File: src/rtl/cpu_pkg.sv
`default_nettype none
// cpu_pkg -- opcodes, fetch FSM states and absolute-jump table contents for the fetch/branch path.
// Rev 1.0
package cpu_pkg;

  typedef enum logic [2:0] {
    OP_BRR = 3'b001,
    OP_JMP = 3'b111
  } op_t;

  localparam logic [8:0] HALT_WORD = 9'h000;

  typedef enum logic [2:0] {
    IDLE,
    PRIME,
    RUN,
    FLUSH,
    HALT
  } fbu_state_t;

  // Absolute-jump table contents: entry i holds (i << 4) ^ 16.
  function automatic int unsigned lut_entry(input int unsigned idx);
    return (idx << 4) ^ 32'd16;
  endfunction

endpackage
`default_nettype wire

File: src/rtl/branch_lut.sv
`default_nettype none
// branch_lut -- combinational 2^AW x DW absolute-jump target table filled from cpu_pkg::lut_entry.
// Rev 1.0
module branch_lut
  import cpu_pkg::*;
#(
  parameter int AW = 6,
  parameter int DW = 10
) (
  input  logic [AW-1:0] index,
  output logic [DW-1:0] target
);

  logic [DW-1:0] entries [2**AW];

  for (genvar i = 0; i < 2**AW; i++) begin : g_entry
    assign entries[i] = DW'(lut_entry(i));
  end

  assign target = entries[index];

endmodule
`default_nettype wire

File: src/rtl/fetch_branch_unit.sv
`default_nettype none
// fetch_branch_unit -- instruction register, decode handshake and PC redirect (jump/branch/stall hold).
// Rev 1.0. Define BRANCH_STATS_EN to build the saturating taken/stall counters.
module fetch_branch_unit
  import cpu_pkg::*;
#(
  parameter int D      = 10,
  parameter int IW     = 9,
  parameter int LUT_AW = 6
) (
  input  logic          clk,
  input  logic          reset,
  input  logic          start,
  input  logic [D-1:0]  programCounter,
  input  logic [IW-1:0] imem_data,
  input  logic          cond_flag,
  input  logic          ir_ready,
  output logic [IW-1:0] ir_out,
  output logic [D-1:0]  ir_pc,
  output logic          ir_valid,
  output logic          jumpEn,
  output logic [D-1:0]  target,
  output logic [2:0]    instruction,
  output logic          done,
  output logic [15:0]   taken_cnt,
  output logic [15:0]   stall_cnt
);

  fbu_state_t   state, next_state;
  logic         load, taken, stall;
  logic [2:0]   opcode;
  logic [D-1:0] lut_target, rel_target;

  assign opcode = ir_out[IW-1:IW-3];
  // PC already points past ir_pc, so the offset is pre-decremented by one.
  assign rel_target = {{(D-6){ir_out[5]}}, ir_out[5:0]} - D'(1);

  branch_lut #(
    .AW(LUT_AW),
    .DW(D)
  ) u_lut (
    .index (ir_out[LUT_AW-1:0]),
    .target(lut_target)
  );

  always_ff @(posedge clk or negedge reset) begin
    if (!reset) begin
      state <= IDLE;
    end else begin
      state <= next_state;
    end
  end

  always_comb begin
    next_state  = state;
    load        = 1'b0;
    taken       = 1'b0;
    stall       = 1'b0;
    ir_valid    = 1'b0;
    jumpEn      = 1'b0;
    target      = '0;
    instruction = 3'b000;
    done        = 1'b0;
    case (state)
      IDLE:  next_state = PRIME;
      PRIME: begin
        load       = 1'b1;
        next_state = RUN;
      end
      RUN: begin
        ir_valid = 1'b1;
        if (!ir_ready) begin
          stall       = 1'b1;
          jumpEn      = 1'b1;
          instruction = 3'b001;
        end else begin
          load = 1'b1;
          if (ir_out == IW'(HALT_WORD)) begin
            next_state = HALT;
          end else if (opcode == OP_JMP) begin
            taken       = 1'b1;
            jumpEn      = 1'b1;
            instruction = 3'b111;
            target      = lut_target;
            next_state  = FLUSH;
          end else if (opcode == OP_BRR && cond_flag) begin
            taken       = 1'b1;
            jumpEn      = 1'b1;
            instruction = 3'b001;
            target      = rel_target;
            next_state  = FLUSH;
          end
        end
      end
      FLUSH: begin
        load       = 1'b1;
        next_state = RUN;
      end
      HALT: begin
        done        = 1'b1;
        jumpEn      = 1'b1;
        instruction = 3'b001;
      end
      default: next_state = IDLE;
    endcase
    if (start) begin
      next_state = IDLE;
    end
  end

  always_ff @(posedge clk or negedge reset) begin
    if (!reset) begin
      ir_out <= '0;
      ir_pc  <= '0;
    end else if (load) begin
      ir_out <= imem_data;
      ir_pc  <= programCounter - D'(1);
    end
  end

`ifdef BRANCH_STATS_EN
  logic [15:0] taken_count, stall_count;

  always_ff @(posedge clk or negedge reset) begin
    if (!reset) begin
      taken_count <= '0;
      stall_count <= '0;
    end else if (start) begin
      taken_count <= '0;
      stall_count <= '0;
    end else begin
      if (taken && taken_count != 16'hFFFF) taken_count <= taken_count + 16'd1;
      if (stall && stall_count != 16'hFFFF) stall_count <= stall_count + 16'd1;
    end
  end

  assign taken_cnt = taken_count;
  assign stall_cnt = stall_count;
`else
  logic unused_stats;
  assign unused_stats = taken | stall;
  assign taken_cnt    = '0;
  assign stall_cnt    = '0;
`endif

endmodule
`default_nettype wire
File: config.mk
export PLATFORM = sky130hd
export DESIGN_NAME = fetch_branch_unit
export DESIGN_NICKNAME = d
export VERILOG_FILES = /design/src/rtl/cpu_pkg.sv /design/src/rtl/branch_lut.sv /design/src/rtl/fetch_branch_unit.sv
export SDC_FILE = /design/constraint.sdc
export NUM_CORES = 1
export LEC_CHECK = 0
export BUFFER_PORTS_ARGS = -buffer_cell sky130_fd_sc_hd__clkbuf_2
export CAP_MARGIN = 20
export CORE_ASPECT_RATIO = 1.5
export CORE_MARGIN = 4
export CORE_UTILIZATION = 37
export DETAILED_ROUTE_END_ITERATION = 8
export GPL_ROUTABILITY_DRIVEN = 0
export GPL_TIMING_DRIVEN = 0
export PLACE_DENSITY_LB_ADDON = 0.12
export SYNTH_ARGS = -nofsm -noshare
export SYNTH_HDL_FRONTEND = slang
export SYNTH_SLANG_ARGS = --single-unit
export TNS_END_PERCENT = 1
File: constraint.sdc
create_clock -name clk -period 3.15 [get_ports clk]
set_input_delay 0.4725 -clock clk [delete_from_list [all_inputs] [get_ports clk]]
set_output_delay 0.4725 -clock clk [all_outputs]
set_load 0.01 [all_outputs]
### Word-level counts from Yosys, hierarchy flattened

Memory sizes are Yosys's and may differ from the RTL's.
Index checks and enable logic that the tools add are counted.

* bits of input ports: 24
* memories kept: 1
* memory bits (read-only): 640
* logic and storage cells: 49
* output and inout bits: 67
* bits in registers: 22

* reductions and logical operators: 5
* bitwise operators: 1
* eq/ne operators: 9
* muxes and demuxes: 27
* $lt $le $gt $ge: 1
* $add $sub $neg: 2

Memory list
* (name not given): depth 64, width 10, rd ports 1, clocked after Yosys merged registers in 0, write ports 0, line branch_lut.sv:20 `assign target = entries[index];`

Operators with widths (number)
* 2-to-1 mux 10 bit: 7
* 2-to-1 mux 3 bit: 8
* one-hot mux 3 bit (4 select lines): 1
* subtractor 10 x 1 -> 10 bit (second input constant): 1
* logical NOT 9 bit: 1
* 2-to-1 mux 1 bit: 8
* >= comparator 7 bit (second input constant): 1
* inverter 6 -> 7 bit: 1
* subtractor 6 x 2 -> 7 bit (second input constant): 1
* equality test 3 x 1 -> 1 bit (second input constant): 2
* equality test 3 x 2 -> 1 bit (second input constant): 2
* equality test 3 bit (second input constant): 2
* one-hot mux 3 bit (2 select lines): 1
* inequality test 5 bit (second input constant): 1
* one-hot mux 1 bit (2 select lines): 2
* logical NOT 3 bit: 1
* inequality test 3 bit (second input constant): 1
* AND reduction 3 bit: 1
* inequality test 2 bit (second input constant): 1
* OR reduction 2 bit: 1
* logical AND 1 bit: 1

### Depth between registers and ports, before layout

Gate-level depths: netlist (run 1).

* depth in word-level cells: 8
* mapped depth: 7
* gate-level depth less buffers: 6

### Modules after synthesis

A second synthesis (run 1) with hierarchy kept.

* cell total of the unflattened synthesis: 201
* area total of the unflattened synthesis: 1641.6 µm²

By module, submodules not included
* fetch_branch_unit: times used 1, area an instance 1566.5 µm², cells each 190, sequential area each 550.5 µm²
* branch_lut: times used 1, area an instance 75.1 µm², cells each 11, sequential area each 0.0 µm²

### Worst setup path after synthesis (run 1)

OpenSTA, ideal clock, no wires.

* path type: register -> output
* start point: reg ir_out[0]
* end point: out target[6]
* data arrival time: 1759 ps
* required time: 2677 ps
* slack: 919 ps
* path buffers: 0
* stages on the path, launching flop included: 7
* path through: dfrtp_1 -> inv_1 -> ha_1 -> nor4b_2 -> a2111o_1 -> nor3_2 -> o21a_1

* cells in the longest elaborated chain, start to end: 8
* elaborated cells on any way between the ends: 11
* classes of those cells: 1 x add/sub; 7 x mux; 1 x bitwise; 1 x reduce/logical; 1 x memory

RTL lines
* start: declaration: line fetch_branch_unit.sv:18 `output logic [IW-1:0] ir_out,`
* start signal: assignment: line fetch_branch_unit.sv:116 `ir_out <= imem_data;`
* inverter 6 -> 7 bit (implied by the code): line branch_lut.sv:20
* memory read (64 x 10 bit)
* 2-to-1 mux 10 bit (implied by the code) (2 in series): line branch_lut.sv:20
* 2-to-1 mux 10 bit: line fetch_branch_unit.sv:80 `end else if (opcode == OP_JMP) begin`
* 2-to-1 mux 10 bit (*): line fetch_branch_unit.sv:78 `if (ir_out == IW'(HALT_WORD)) begin`
* 2-to-1 mux 10 bit (*): line fetch_branch_unit.sv:72 `if (!ir_ready) begin`
* 2-to-1 mux 10 bit (*): line fetch_branch_unit.sv:64 `case (state)`
* end: declaration: line fetch_branch_unit.sv:22 `output logic [D-1:0] target,`

Every way passes the cells marked *; elsewhere a longest branch is shown, timed or not. The select of a mux whose other input is x is not followed.

### Worst setup path in the final report (run 1)

* start point: reg ir_out[0]
* end point: out target[3]

The elaborated chain is that of the path after synthesis.

==> results_dict.tcl, run 1 <==
set metrics [dict create \
    grt_pass1_wl_um 5760 \
    intPower_uw 613 \
    slew_viol_final 0 \
    regArea_sq_um 551 \
    crit_type "flip-flop to output port" \
    die_h_um 86.2 \
    p_per_area_nw_per_um2 481 \
    final_cell_mix "58 x clkbuf_2, 40 x nand2_1, 33 x buf_4, 32 x conb_1, 22 x dfrtp_1" \
    layout_commonest_cell "clkbuf_2" \
    finalNonFillerCells 324 \
    synth.cell_area_sq_um 1510 \
    core_area_sq_um 3920 \
    dp.cells 320 \
    ys_warn_count 0 \
    drtPass1Iterations 4 \
    cp.required_ns 2.68 \
    clk_latency_ns 0.26 \
    fin_crit_sh_pct 87.8 \
    n_antenna_cell 0 \
    fp.dieArea_sq_um 5180 \
    fmax_mhz 362 \
    startpoint_type "flip-flop" \
    p_comb_share_pct 36.4 \
    grt_util_met3_pct 3.31 \
    synth_edf_count 0 \
    setup.worst_path.start "ir_out[0]" \
    synthFlopType "dfrtp_1" \
    timing.hold.ws_ns 0.179 \
    wl_per_cell_um 10.9 \
    wl_um 3540 \
    ios 91 \
    clockBufferDepth 2 \
    grt_use_met2_pct 24.8 \
    port_buffers 58 \
    path_clk_slew_ns 0.08 \
    initial_core_util_pct 38.4 \
    use_met1_pct 15.9 \
    drtAntennaViolNets 0 \
    finalClockSkew_ns 0.00275 \
    dp_slack_ns 0.700 \
    grt_setup_unrepaired "false" \
    grt_max_degree 23 \
    h-tree-depth 1 \
    clkSinkCount 22 \
    yosys-top-cells-area "dfrtp_1 37%, buf_4 16%, nand2_1 10%, o21ai_0 4.7%, xor2_1 3.5%" \
    area_delta_synth_final_pct 34.4 \
    final_util_pct 51.6 \
    dr.first_iter.drc_count 36 \
    fin_tns_setup_ns 0 \
    maxSlewHeadroom_pct 61.2 \
    fin_nets 306 \
    hold_buffers 0 \
    critPathBufInv 2 \
    worst_pin_slew_ns 0.581 \
    ys_seq_elements 22 \
    drive_gt1_share_pct 36.6 \
    power_switching_uw 360 \
    crit_path_end_kind "output port" \
    grt_overflow 0 \
    cts_setup_buffers 0 \
    cpMaxStageDelayCell "nor4b_2" \
    arrival_ns 2.29 \
    pwr-share-clk_pct 20.3 \
    hold_viol_final 0 \
    synth.top_cell.area_share_pct 36.5 \
    path_delay_family "simple AND/OR/NAND/NOR gates" \
    dr_total_vias 1438 \
    fin_area_sq_um 2020 \
    syn_area_per_cell_sq_um 8.10 \
    hpwlAfterDp_um 2940 \
    viasPerCell 4.44 \
    status "complete, no violations" \
    timing.rr.start "ir_out[0]" \
    die_x_um 60.1 \
    root_buffer "clkbuf_8" \
    path_cells "inv_1 > ha_1 > nor4b_2 > a2111o_1 > nand2b_1 > a21oi_1 > clkbuf_2" \
    cts_tree "yes" \
    cts.repair.resized 0 \
    row_count 28 \
    synthArstFlopShare_pct 100 \
    switching_share_pct 37.0 \
    synth.distinct_cells 35 \
    multi_input_area_sq_um 779 \
    power_uw 973 \
    cap_violations 0 \
    slowest_delay_ns 0.51 \
    drc_errors 0 \
    fin_ws_ns 0.385 \
    path_max_fanout 6 \
    yosysTopAreaCell "dfrtp_1" \
    min_path_type "primary input to asynchronous set/reset pin" \
    finalCriticalPeriod_ns 2.76 \
    cp_num_cells 7 \
    busiest_layer "met2" \
    leakage_nw 1.11 \
    grt_usage_pct 14.1 \
    grt_pass1_vias 1300 \
    antenna_found_initial 0 \
    fillers 413 \
    finalSetupViolations 0 \
    placed_area_sq_um 1970 \
    cts_made_buffers 3 \
    ys_seq_area_share_pct 36.5 \
    syn_inst 186 \
    irDropWorstVdd_v 0.000251 \
    seqPwrFrac_pct 43.3 \
    r2r_cells 5 \
]
==> synthesized netlist by cell type, drive strengths merged, types with 2 or more instances <==
master  number
clkbuf       3
nor2        10
xnor2        3
inv          5
xor2         6
dfrtp       22
o21ai       14
nand3        5
nor3         8
buf         36
a21oi        7
o21a         3
nand2       40
and2         2
o211ai       2
nor4         2
ha           2
==> state kept, by name (all words and copies together), names as in the netlist <==
signal and count:
state 3, ir_out 9, ir_pc 10
==> cells by family after synthesis <==
kind of cell / share of synthesized area, %
and+or+nand+nor: 23.6
DFF: 36.5
adders and majority gates: 1.66
buffers and inverters: 19.4
xor gates and xnor gates: 5.23
other: 0.249
AOI/OAI and AO/OA: 13.3
==> path summary, 6_finish.rpt <==
check	slack (ns)	endpoint
max	0.39	target[3]
min	0.18	ir_pc[1]
max reg2reg	1.35	state[2]
min reg2reg	0.48	ir_pc[8]
max in group asynchronous	2.61	state[2]
min in group clk	0.40	ir_out[2]
==> cell type report <==
| cell class | count | share of cell area (%) |
|---|---|---|
| timing repair buffer | 58 | 14.3 |
| buffer | 39 | 13.5 |
| multi-input combinational | 151 | 38.5 |
| inverter | 5 | 0.927 |
| clock buffer | 4 | 2.72 |
| sequential | 22 | 27.2 |
| tap | 45 | 2.78 |
==> worst register-to-register path, cell delays in order (launching register included) <==
cell and delay, ns:
dfrtp_1 0.42, inv_1 0.13, ha_1 0.21, nor4b_2 0.51, nand3_1 0.18, a211oi_1 0.26
==> routing by layer <==
metal,up-vias,part of all wire [%]
li1,746,-
met2,55,53
met1,629,36
met3,8,9.8
met5,-,0
met4,0,1.9
==> power groups by stage <==
stage	clock [mW]	sequential, mW	combinational, mW
5_1_grt	0.219	0.434	0.403
6_report	0.197	0.421	0.354
4_1_cts	0.206	0.421	0.360
3_5_place_dp	0	0.425	0.359
2_1_floorplan	0	0.443	0.199
3_3_place_gp	0	0.424	0.355
Power figures use the tool's default switching activity.
==> run 2, diff against run 1 <==
==> constraint.sdc (replaced) <==
create_clock -name clk -period 2.3 [get_ports clk]
set_input_delay 0.345 -clock clk [delete_from_list [all_inputs] [get_ports clk]]
set_output_delay 0.345 -clock clk [all_outputs]
set_load 0.01 [all_outputs]
==> results_dict.tcl, run 2 (same netlist as run 1, synthesis figures left out) <==
set metrics [dict create \
    grt_use_met2_pct 25.8 \
    layout_commonest_cell "clkbuf_2" \
    viasPerCell 4.42 \
    n_antenna_cell 0 \
    drtAntennaViolNets 0 \
    fin_nets 316 \
    path_max_fanout 4 \
    fp.dieArea_sq_um 5180 \
    h-tree-depth 1 \
    hold_buffers 0 \
    hpwlAfterDp_um 2940 \
    p_per_area_nw_per_um2 668 \
    hold_viol_final 0 \
    fin_crit_sh_pct 98.8 \
    clockBufferDepth 2 \
    use_met1_pct 16.4 \
    ios 91 \
    die_x_um 60.1 \
    top_register "ir_pc" \
    final_cell_mix "52 x clkbuf_2, 42 x buf_4, 40 x nand2_1, 32 x conb_1, 18 x dfrtp_1" \
    wl_um 3750 \
    grt_setup_unrepaired "true" \
    cts_made_buffers 3 \
    leakage_nw 1.18 \
    finalClockSkew_ns 0.00565 \
    grt_overflow 0 \
    wl_per_cell_um 11.2 \
    finalSetupViolations 0 \
    maxSlewHeadroom_pct 63.8 \
    cts_tree "yes" \
    dp.cells 320 \
    dr.first_iter.drc_count 34 \
    min_path_type "primary input to asynchronous set/reset pin" \
    cp.required_ns 1.96 \
    die_h_um 86.2 \
    fillers 402 \
    grt_max_degree 23 \
    port_buffers 58 \
    grt_pass1_vias 1359 \
    fmax_mhz 440 \
    status "complete, no violations" \
    arrival_ns 1.93 \
    initial_core_util_pct 38.4 \
    busiest_layer "met2" \
    grt_usage_pct 14.8 \
    dr_total_vias 1477 \
    drtPass1Iterations 4 \
    largest_reg_flops 10 \
    power_mw 1.45 \
    top_regs "ir_pc x10, ir_out x9, state x3" \
    area_delta_synth_final_pct 43.8 \
    grt_pass1_wl_um 5990 \
    antenna_found_initial 0 \
    core_area_sq_um 3920 \
    cap_violations 0 \
    crit_path_end_kind "output port" \
    row_count 28 \
    drive_gt1_share_pct 43.3 \
    finalCriticalPeriod_ns 2.27 \
    clk_latency_ns 0.26 \
    irDropWorstVdd_v 0.000364 \
    startpoint_type "flip-flop" \
    finalNonFillerCells 334 \
    path_clk_slew_ns 0.08 \
    root_buffer "clkbuf_8" \
    crit_type "flip-flop to output port" \
    slew_viol_final 0 \
    grt_util_met3_pct 3.46 \
    worst_pin_slew_ns 0.544 \
    clkSinkCount 22 \
    drc_errors 0 \
]
run 2: where the power goes:
group	internal, mW	switching (mW)
clock network	0.152	0.121
registers	0.481	0.102
logic	0.273	0.318
run 2: what timing repair did:
item                                    4_1_cts  5_1_grt
pin swaps                                     4        3
endpoints found under the setup margin       10       12
cloned                                        0        0
gates resized for setup                      11       14
setup buffers                                 8        2
run 2: critical path, stage by stage, from the launching register on:
cell and delay [ns]:
dfrtp_1 0.37, inv_2 0.06, ha_4 0.15, nor4b_4 0.13, a2111o_1 0.48, nor3_4 0.20, o21a_1 0.15, buf_2 0.12
run 2: worst paths after layout:
kind	startpoint	endpoint	slack (ns)	cells after the start
max in group asynchronous	reset	ir_out[7]	1.86	1
worst max-delay path	ir_out[1]	target[8]	0.03	7
min in group clk	imem_data[2]	ir_out[2]	0.27	3
worst min-delay path	reset	ir_pc[1]	0.05	1
worst min register to register	ir_pc[8]	ir_pc[8]	0.48	2
worst max register to register	state[2]	ir_pc[3]	0.73	6
run 2: layer usage:
| metal | part of all wire (%) | wire length [um] |
|---|---|---|
| met5 | 0 | 0 |
| met3 | 9.2 | 346 |
| met4 | 1.8 | 67 |
| met2 | 53 | 2000 |
| met1 | 36 | 1340 |
run 2: per-stage QoR:
stage / setup WS, ns / instance area [sq um] / hold WS [ns] / utilization [%] / setup TNS [ns]
after floorplan: 0.196 / 1620 / 0.0494 / - / 0
after global placement: -0.0325 / 1970 / 0.357 / 50.2 / -0.0954
after detailed placement: -0.0228 / 1970 / 0.359 / 50.2 / -0.0778
after CTS: -0.0292 / 2130 / 0.0716 / 54.4 / -0.0740
after global routing: -0.0861 / 2170 / 0.104 / 55.2 / -0.321
final: 0.0286 / 2170 / 0.0493 / 55.2 / 0
run 2: final cells by class:
cell class	instances	area [sq um]	area share, %
sequential	22	556	25.6
buffer	39	274	12.7
timing repair buffer	68	369	17.0
tap	45	56.3	2.60
inverter	5	18.8	0.867
clock buffer	4	55.1	2.54
multi-input combinational	151	837	38.6
==> run 3, diff against run 2 <==
--- a/config.mk
+++ b/config.mk
@@ -14,6 +14,7 @@
 export GPL_ROUTABILITY_DRIVEN = 0
 export GPL_TIMING_DRIVEN = 0
 export PLACE_DENSITY_LB_ADDON = 0.12
+export RECOVER_POWER = 100
 export SYNTH_ARGS = -nofsm -noshare
 export SYNTH_HDL_FRONTEND = slang
 export SYNTH_SLANG_ARGS = --single-unit
==> results_dict.tcl, run 3 (same netlist as run 1, synthesis figures left out) <==
set metrics [dict create \
    status "complete, no violations" \
    seqPwrFrac_pct 40.7 \
    drtPass1Iterations 4 \
    fp.dieArea_sq_um 5180 \
    slew_viol_final 0 \
    switching_share_pct 37.7 \
    hold_start "imem_data[2]" \
    final_util_pct 54.8 \
    grt_usage_pct 14.8 \
    drtAntennaViolNets 0 \
    grt_pass1_vias 1359 \
    hold_depth 3 \
    fin_nets 316 \
    pwr-share-clk_pct 19.0 \
    leakage_nw 1.15 \
    top_register "ir_pc" \
    irDropWorstVdd_v 0.000360 \
    viasPerCell 4.42 \
    intPower_uw 894 \
    die_x_um 60.1 \
    fin_area_sq_um 2150 \
    wl_per_cell_um 11.2 \
    cts_tree "yes" \
    worst_pin_slew_ns 1.16 \
    top_regs "ir_pc x10, ir_out x9, state x3" \
    drc_errors 0 \
    startpoint_type "flip-flop" \
    dr.first_iter.drc_count 36 \
    finalClockSkew_ns 0.00509 \
    grt_overflow 0 \
    wl_um 3760 \
    grt_pass1_wl_um 5990 \
    drive_gt1_share_pct 39.4 \
    clockBufferDepth 2 \
    maxSlewHeadroom_pct 22.6 \
    finalSetupViolations 0 \
    layout_commonest_cell "buf_4" \
    hold_viol_final 0 \
    p_per_area_nw_per_um2 667 \
    min_path_type "primary input to flip-flop" \
    clkSinkCount 22 \
    setup.worst_path.start "ir_out[1]" \
    cap_violations 0 \
    crit-reg2reg-capture "ir_pc[3]" \
    h-tree-depth 1 \
    row_count 28 \
    core_area_sq_um 3920 \
    r2r_slack_ns 0.73 \
    placed_area_sq_um 1970 \
    dr_total_vias 1475 \
    area_delta_synth_final_pct 42.9 \
    power_switching_uw 541 \
    grt_max_degree 23 \
    initial_core_util_pct 38.4 \
    root_buffer "clkbuf_8" \
    cp.required_ns 1.96 \
    whs_endpoint "ir_out[2]" \
    ios 91 \
    port_buffers 58 \
    path_max_fanout 4 \
    fillers 407 \
    crit_path_end_kind "output port" \
    crit_type "flip-flop to output port" \
    path_clk_slew_ns 0.08 \
    p_comb_share_pct 40.3 \
    fin_crit_sh_pct 98.7 \
    fmax_mhz 440 \
    final_cell_mix "42 x buf_4, 41 x clkbuf_2, 40 x nand2_1, 32 x conb_1, 18 x dfrtp_1" \
    die_h_um 86.2 \
    timing.rr.start "state[2]" \
    grt_setup_unrepaired "true" \
    finalCriticalPeriod_ns 2.27 \
    arrival_ns 1.93 \
    hpwlAfterDp_um 2940 \
    largest_reg_flops 10 \
    n_antenna_cell 0 \
    clk_latency_ns 0.26 \
    r2r_cells 6 \
    cts_made_buffers 3 \
    antenna_found_initial 0 \
]
## run 3: cell counts in the layout (fill, tap and decap cells not counted)
Identical to the previous run, type by type.
## run 3: what timing repair did
| action | 4_1_cts | 5_1_grt |
|---|---|---|
| setup endpoints to repair | 10 | 12 |
| gates resized for setup | 11 | 14 |
| setup buffers | 8 | 2 |
| cloned | 0 | 0 |
| hold buffers | 0 | 0 |
| pin swaps | 4 | 3 |
## run 3: area by class of cell
class / instances / area [sq um] / area share [%]
tap: 45 / 56.3 / 2.62
clock buffer: 4 / 55.1 / 2.56
buffer: 39 / 274 / 12.7
multi-input combinational: 151 / 837 / 38.9
timing repair buffer: 68 / 355 / 16.5
inverter: 5 / 18.8 / 0.872
sequential: 22 / 556 / 25.8
## run 3: power by group through the flow
stage	sequential, mW	clock (mW)	combinational (mW)
floorplan	0.607	0	0.272
global placement	0.581	0	0.486
detailed placement	0.582	0	0.492
CTS	0.576	0.283	0.572
global route	0.599	0.300	0.651
finish	0.583	0.273	0.579
## run 3: metal layers
layer / vias to the layer above / track usage, % / wire [um]
met5: - / 0 / 0
met3: 8 / 3.46 / 344
li1: 768 / - / -
met2: 55 / 25.8 / 2000
met1: 644 / 16.4 / 1350
met4: 0 / 6.45 / 67
## run 3: worst max-delay path by stage
| stage | to | slack [ns] |
|---|---|---|
| after floorplan | target[6] | 0.20 |
| after detailed placement | target[8] | -0.02 |
| after global routing | target[8] | -0.09 |
| final | target[8] | 0.03 |
| after CTS | target[8] | -0.03 |
| after global placement | target[8] | -0.03 |
## run 3: per-stage QoR
stage | power, mW | hold slack, ns | setup WS, ns | instances | TNS (ns)
after floorplan | 0.879 | 0.0494 | 0.196 | 217 | 0
after global placement | 1.07 | 0.357 | -0.0325 | 320 | -0.0954
after detailed placement | 1.07 | 0.359 | -0.0228 | 320 | -0.0778
after CTS | 1.43 | 0.0716 | -0.0292 | 332 | -0.0740
after global routing | 1.55 | 0.257 | -0.0861 | 334 | -0.321
final | 1.43 | 0.268 | 0.0296 | 334 | 0
## run 3: worst max-delay path: stages (launching register included)
cell and delay, ns:
dfrtp_1 0.37, inv_2 0.06, ha_4 0.15, nor4b_4 0.13, a2111o_1 0.48, nor3_4 0.20
o21a_1 0.15, buf_2 0.12
